File: config.mk
export PLATFORM = sky130hd
export DESIGN_NAME = spi_master_flat
export DESIGN_NICKNAME = d
export VERILOG_FILES = /design/src/rtl/spi_master_if.sv /design/src/rtl/spi_master.sv /design/src/flat_wrapper.sv
export SDC_FILE = /design/constraint.sdc
export NUM_CORES = 1
export LEC_CHECK = 0
export BUFFER_PORTS_ARGS = -buffer_cell sky130_fd_sc_hd__buf_2
export CAP_MARGIN = 15
export CORE_UTILIZATION = 44
export CTS_CLUSTER_SIZE = 28
export DETAILED_ROUTE_END_ITERATION = 10
export SLEW_MARGIN = 0
export SYNTH_ARGS = -nofsm -noshare
export SYNTH_HDL_FRONTEND = slang
export SYNTH_SLANG_ARGS = --single-unit
File: constraint.sdc
create_clock -name clk -period 3.4 [get_ports clk]
set_clock_uncertainty 0.15 [all_clocks]
set_input_delay 0.34 -clock clk [delete_from_list [all_inputs] [get_ports clk]]
set_output_delay 0.34 -clock clk [all_outputs]
set_load 0.01 [all_outputs]
File: src/rtl/spi_master_if.sv
// Host-side byte stream and SPI pins of the demoscene SPI controller.
// The master modport is the controller's view; slave is the host/pin side.
interface spi_master_if;
    logic [7:0] tx_data;
    logic       tx_valid;
    logic       tx_last;
    logic       tx_ready;
    logic [7:0] rx_data;
    logic       rx_valid;
    logic       busy;
    logic       SCLK;
    logic       SSEL;
    logic       MOSI;
    logic       MISO;

    modport master (
        input  tx_data, tx_valid, tx_last, MISO,
        output tx_ready, rx_data, rx_valid, busy, SCLK, SSEL, MOSI
    );

    modport slave (
        output tx_data, tx_valid, tx_last, MISO,
        input  tx_ready, rx_data, rx_valid, busy, SCLK, SSEL, MOSI
    );
endinterface

File: src/rtl/spi_master.sv
// SPI master: SCLK idles low, MOSI launched on SCLK fall, MISO captured on SCLK fall.
// SSEL is active-high and stays asserted across back-to-back bytes of one frame.
module spi_master #(
    parameter int CLK_DIV = 2
) (
    input  logic         clk,
    input  logic         rst,
    spi_master_if.master bus
);

    localparam int DIV_W = (CLK_DIV > 1) ? $clog2(CLK_DIV) : 1;
    localparam logic [DIV_W-1:0] DIV_LAST = DIV_W'(CLK_DIV - 1);

    localparam logic [2:0] IDLE  = 3'd0;
    localparam logic [2:0] LEAD  = 3'd1;
    localparam logic [2:0] HIGH  = 3'd2;
    localparam logic [2:0] LOW   = 3'd3;
    localparam logic [2:0] NEXT  = 3'd4;
    localparam logic [2:0] TRAIL = 3'd5;
    localparam logic [2:0] GAP   = 3'd6;

    logic [2:0]       state;
    logic [DIV_W-1:0] div_cnt;
    logic [2:0]       bit_cnt;
    logic [6:0]       tx_shift;
    logic [6:0]       rx_shift;
    logic             last_byte;
    logic             sclk_q;
    logic             ssel_q;
    logic             mosi_q;
    logic [7:0]       rx_data_q;
    logic             rx_valid_q;

    logic       accept;
    logic       timed;
    logic       div_done;
    logic [7:0] rx_next;

    assign bus.tx_ready = (state == IDLE) || (state == NEXT);
    assign bus.busy     = (state != IDLE);
    assign bus.SCLK     = sclk_q;
    assign bus.SSEL     = ssel_q;
    assign bus.MOSI     = mosi_q;
    assign bus.rx_data  = rx_data_q;
    assign bus.rx_valid = rx_valid_q;

    assign accept   = bus.tx_valid && bus.tx_ready;
    assign timed    = (state == LEAD) || (state == HIGH) || (state == LOW) ||
                      (state == TRAIL) || (state == GAP);
    assign div_done = (div_cnt == DIV_LAST);
    assign rx_next  = {rx_shift, bus.MISO};

    // Every timed state starts with div_cnt at zero, so each lasts exactly CLK_DIV cycles.
    always_ff @(posedge clk) begin
        if (rst) begin
            state      <= IDLE;
            div_cnt    <= '0;
            bit_cnt    <= 3'd0;
            tx_shift   <= 7'd0;
            rx_shift   <= 7'd0;
            last_byte  <= 1'b0;
            sclk_q     <= 1'b0;
            ssel_q     <= 1'b0;
            mosi_q     <= 1'b0;
            rx_data_q  <= 8'd0;
            rx_valid_q <= 1'b0;
        end else begin
            rx_valid_q <= 1'b0;
            if (timed && !div_done) begin
                div_cnt <= div_cnt + 1'b1;
            end else begin
                div_cnt <= '0;
            end

            case (state)
                IDLE: begin
                    if (accept) begin
                        tx_shift  <= bus.tx_data[6:0];
                        last_byte <= bus.tx_last;
                        mosi_q    <= bus.tx_data[7];
                        ssel_q    <= 1'b1;
                        bit_cnt   <= 3'd0;
                        state     <= LEAD;
                    end
                end
                LEAD: begin
                    if (div_done) begin
                        sclk_q <= 1'b1;
                        state  <= HIGH;
                    end
                end
                // The falling edge both captures MISO and launches the next MOSI bit.
                HIGH: begin
                    if (div_done) begin
                        sclk_q   <= 1'b0;
                        rx_shift <= rx_next[6:0];
                        if (bit_cnt != 3'd7) begin
                            mosi_q   <= tx_shift[6];
                            tx_shift <= {tx_shift[5:0], 1'b0};
                            bit_cnt  <= bit_cnt + 3'd1;
                            state    <= LOW;
                        end else begin
                            rx_data_q  <= rx_next;
                            rx_valid_q <= 1'b1;
                            state      <= last_byte ? TRAIL : NEXT;
                        end
                    end
                end
                LOW: begin
                    if (div_done) begin
                        sclk_q <= 1'b1;
                        state  <= HIGH;
                    end
                end
                // Frame held open with SCLK parked low until the host supplies another byte.
                NEXT: begin
                    if (accept) begin
                        tx_shift  <= bus.tx_data[6:0];
                        last_byte <= bus.tx_last;
                        mosi_q    <= bus.tx_data[7];
                        bit_cnt   <= 3'd0;
                        state     <= LOW;
                    end
                end
                TRAIL: begin
                    if (div_done) begin
                        ssel_q <= 1'b0;
                        state  <= GAP;
                    end
                end
                GAP: begin
                    if (div_done) begin
                        state <= IDLE;
                    end
                end
                default: begin
                    sclk_q <= 1'b0;
                    ssel_q <= 1'b0;
                    state  <= IDLE;
                end
            endcase
        end
    end

endmodule

File: src/flat_wrapper.sv
// flat-port wrapper written by rule: the top's interface ports become plain ports
module spi_master_flat 
#(
    parameter int CLK_DIV = 2
)
  (clk, rst, bus_tx_data, bus_tx_valid, bus_tx_last, bus_MISO, bus_tx_ready, bus_rx_data, bus_rx_valid, bus_busy, bus_SCLK, bus_SSEL, bus_MOSI);
  spi_master_if bus_i ();
  input  logic clk;
  input  logic rst;
  input wire logic [$bits(bus_i.tx_data)-1:0] bus_tx_data;
  input wire logic [$bits(bus_i.tx_valid)-1:0] bus_tx_valid;
  input wire logic [$bits(bus_i.tx_last)-1:0] bus_tx_last;
  input wire logic [$bits(bus_i.MISO)-1:0] bus_MISO;
  output wire logic [$bits(bus_i.tx_ready)-1:0] bus_tx_ready;
  output wire logic [$bits(bus_i.rx_data)-1:0] bus_rx_data;
  output wire logic [$bits(bus_i.rx_valid)-1:0] bus_rx_valid;
  output wire logic [$bits(bus_i.busy)-1:0] bus_busy;
  output wire logic [$bits(bus_i.SCLK)-1:0] bus_SCLK;
  output wire logic [$bits(bus_i.SSEL)-1:0] bus_SSEL;
  output wire logic [$bits(bus_i.MOSI)-1:0] bus_MOSI;
  assign bus_i.tx_data = bus_tx_data;
  assign bus_i.tx_valid = bus_tx_valid;
  assign bus_i.tx_last = bus_tx_last;
  assign bus_i.MISO = bus_MISO;
  assign bus_tx_ready = bus_i.tx_ready;
  assign bus_rx_data = bus_i.rx_data;
  assign bus_rx_valid = bus_i.rx_valid;
  assign bus_busy = bus_i.busy;
  assign bus_SCLK = bus_i.SCLK;
  assign bus_SSEL = bus_i.SSEL;
  assign bus_MOSI = bus_i.MOSI;
  spi_master #(.CLK_DIV(CLK_DIV)) u_core (.clk(clk), .rst(rst), .bus(bus_i));
endmodule
==> metrics.md <==
| Metric | Value |
|---|---|
| Pwr Total | `~800 µW` |
| Postcts setup bufs | `0` |
| Die W | `63.5 µm` |
| Finished Layout Cells | `roughly 240` |
| Reg-to-reg endpoint | `u_core.tx_shift[6]` |
| Crit end category | `flop` |
| CTS sink cnt | `34` |
| F_max | `466 MHz` |
| Vias in the first global route | `1261` |
| Max-cap violations | `0` |
| Fin crit share | `63.1%` |
| Flops & latches, synth | `34` |
| Quantity of hold-fixing buffers added after cts | `0` |
| Flop2flop setup slack | `1260 ps` |
| Post-Place Cells | `232` |
| CTS tree | `built` |
| Ratio of cells with drive above 1 in the final layout | `24.4%` |
| Die area | `0.00403 mm²` |
| Routed length per instance | `13.9 µm` |
| 1st-pass router iterations | `4` |
| Syn nets | `191` |
| Crit start category | `flop` |
| Crit. Startpoint | `u_core.state[0]` |
| Worst vdd ir | `269 µV` |
| Slew Viols, Final | `0` |
| Layout overhead on the synthesized area | `11.4%` |
| CP Max Fanout | `24` |
| Fin Setup TNS | `0 ps` |
| Async S/R FF share, synth | `0%` |
| P_leak | `0.000720 µW` |
| Clock latency at the later pin of the worst-skew pair | `280 ps` |
| Iteration-0 DRC Markers | `63` |
| Largest net degree at the start of global routing | `25` |
| Status | `finished clean` |
| Endpoint, Worst Hold | `u_core.last_byte` |
| Detail Placement HPWL | `2.25 mm` |
| Initial antenna violation count | `0` |
| Hold Path Stages | `3` |
| R2R depth | `4` |
| H-tree depth | `2` |
| RSZ-0062 raised after global routing | `false` |
| Die Height | `63.5 µm` |
| Post-route minimum period | `around 2100 ps` |
| Clk slew on worst S/H paths | `approximately 60 ps` |
| Reg2Reg Launch Point | `u_core.state[0]` |
| Synth Warn # | `0` |
| Diodes inserted | `0` |
| Grt total ovfl | `0` |
| Worst EP arrival | `2140 ps` |
| Filler Cell Count | `355` |
| Hold WC Path Type | `in2reg` |
| Final WL | `3.33 mm` |
| Final setup viols | `0` |
| Multi-input gate area | `between 800 and 900 µm²` |
| Max clock buf depth | `2` |
| Dominant synthesized flop cell | `dfxtp_1` |
| Nets@finish | `208` |
| Via density per instance | `5.64` |
| Yosys cell types | `38` |
| Initial core utilization | `47.9%` |
| Core footprint | `0.00347 mm²` |
| Vias | `1349` |
| Root Driver | `clkbuf_8` |
| Aggregate global-route resource usage | `18.8%` |
| Post-DP Area | `~0.0018 mm²` |
| Critical path required time | `~3400 ps` |
| Hold slack final | `143 ps` |
| Post-DRT Antenna Nets | `0` |
| Post-CTS sizing | `0` |
| EDFF count, synth | `0` |
| I/O Pins | `27` |
| Power Density | `about 430 mW/mm²` |
| Commonest non-fill, non-tap cell in the layout | `dfxtp_1` |
| Finished Cell Area | `0.00185 mm²` |
| Most frequent cells in the layout | `dfxtp_1, buf_2, nor2_1` |
| Register area | `681 µm²` |
| CTS Buf Count | `5` |
| First-pass GRT wire length | `roughly 5.8 mm` |
| Port Buffer Count | `26` |
| Setup CP Type | `reg2reg` |
| Post-Syn Area | `0.00166 mm²` |
| # DRC | `0` |
| # rows | `21` |
| GPL Wtd Cong | `about 0.77` |
| Register area share after synthesis | `40.9%` |
| Min-delay src | `bus_tx_last` |
| Final Hold Fails | `0` |
| Cells after synthesis | `roughly 180` |
| Worst-Margin Slew | `~840 ps` |
| Syn avg cell area | `9.45 µm²` |
| Slew margin rel. | `between 40% and 50%` |
registers in the layout (all words and copies together) (netlist names):
| register | count |
|---|---|
| u_core.bus.SCLK | 1 |
| u_core.tx_shift | 7 |
| u_core.bus.MOSI | 1 |
| u_core.rx_shift | 7 |
| u_core.bus.SSEL | 1 |
| u_core.bus.rx_data | 8 |
| u_core.state | 3 |
| u_core.bus.rx_valid | 1 |
| u_core.bit_cnt | 3 |
| u_core.div_cnt | 1 |
| u_core.last_byte | 1 |
worst max path at each step:
stage	slack (ps)	endpoint	cells past startpoint
after floorplan	1600	u_core.bus.MOSI	6
after global placement	1290	u_core.tx_shift[5]	5
after detailed placement	1240	u_core.tx_shift[6]	5
after CTS	1240	u_core.tx_shift[6]	5
after global routing	1070	u_core.tx_shift[6]	4
final	1260	u_core.tx_shift[6]	4
worst max-delay path, cell delays in order, from the launching register on:
cell	delay, ps
dfxtp_1	870
buf_4	370
nor3b_1	80
a2111oi_0	430
a211oi_1	100
per-stage QoR:
step | utilization [%] | setup WS (ps)
after CTS | 53.4 | 1240
after global placement | 51.2 | 1290
after floorplan | - | 1600
final | 53.4 | 1260
after detailed placement | 51.2 | 1240
after global routing | 53.4 | 1070
power breakdown:
| part | total [µW] | internal, µW | switching, µW |
|---|---|---|---|
| clock network | 273 | 141 | 133 |
| logic | 95.0 | 42.8 | 52.2 |
| registers | 436 | 415 | 21.0 |
| total | 804 | 599 | 206 |
final cells by class:
cell class              instances  area share (%)
multi-input cells             115            46.4
well taps                      46            3.11
clock buffers                   7            4.12
inverters                       9            1.82
repair buffers                 28            7.84
flip-flops and latches         34            36.8
routing by layer:
| metal | up-vias | GRT usage, % | part of all wire, % | routed length [µm] |
|---|---|---|---|---|
| met2 | 22 | 29.4 | 46 | 1520 |
| met3 | 7 | 6.34 | 4.1 | 138 |
| met4 | 0 | 7.67 | 1.7 | 57 |
| met5 | - | 0 | 0 | 0 |
| li1 | 690 | - | - | - |
| met1 | 630 | 23.6 | 48 | 1610 |
Yosys cell counts, drive strengths merged (2+ instances only):
cell type  instances  area share (%)
o311a              8             4.8
nor2b              4             1.5
a2111oi            8             4.2
mux2i              9             5.4
o21ai              6             1.8
inv                9             2.0
nand4              2            0.75
nor3               2             1.3
buf               11             3.8
nand3b             2             1.1
a31o               9             4.7
ha                 2             1.5
a211oi             7             3.2
o21a               7             3.2
or2b               2            0.90
clkbuf             7             1.7
nor2              11             2.5
nor3b              9             4.4
a21oi              7             2.1
nand2              7             1.6
and3               2            0.75
dfxtp             34              41
logic make-up after synthesis:
family / synth area share [%]
buffers and inverters: 7.45
and+or+nand+nor: 18.3
AOI/OAI and AO/OA: 26.4
adders and majority gates: 1.50
muxes: 5.42
DFF: 40.9
(Power assumes the default switching activity.)
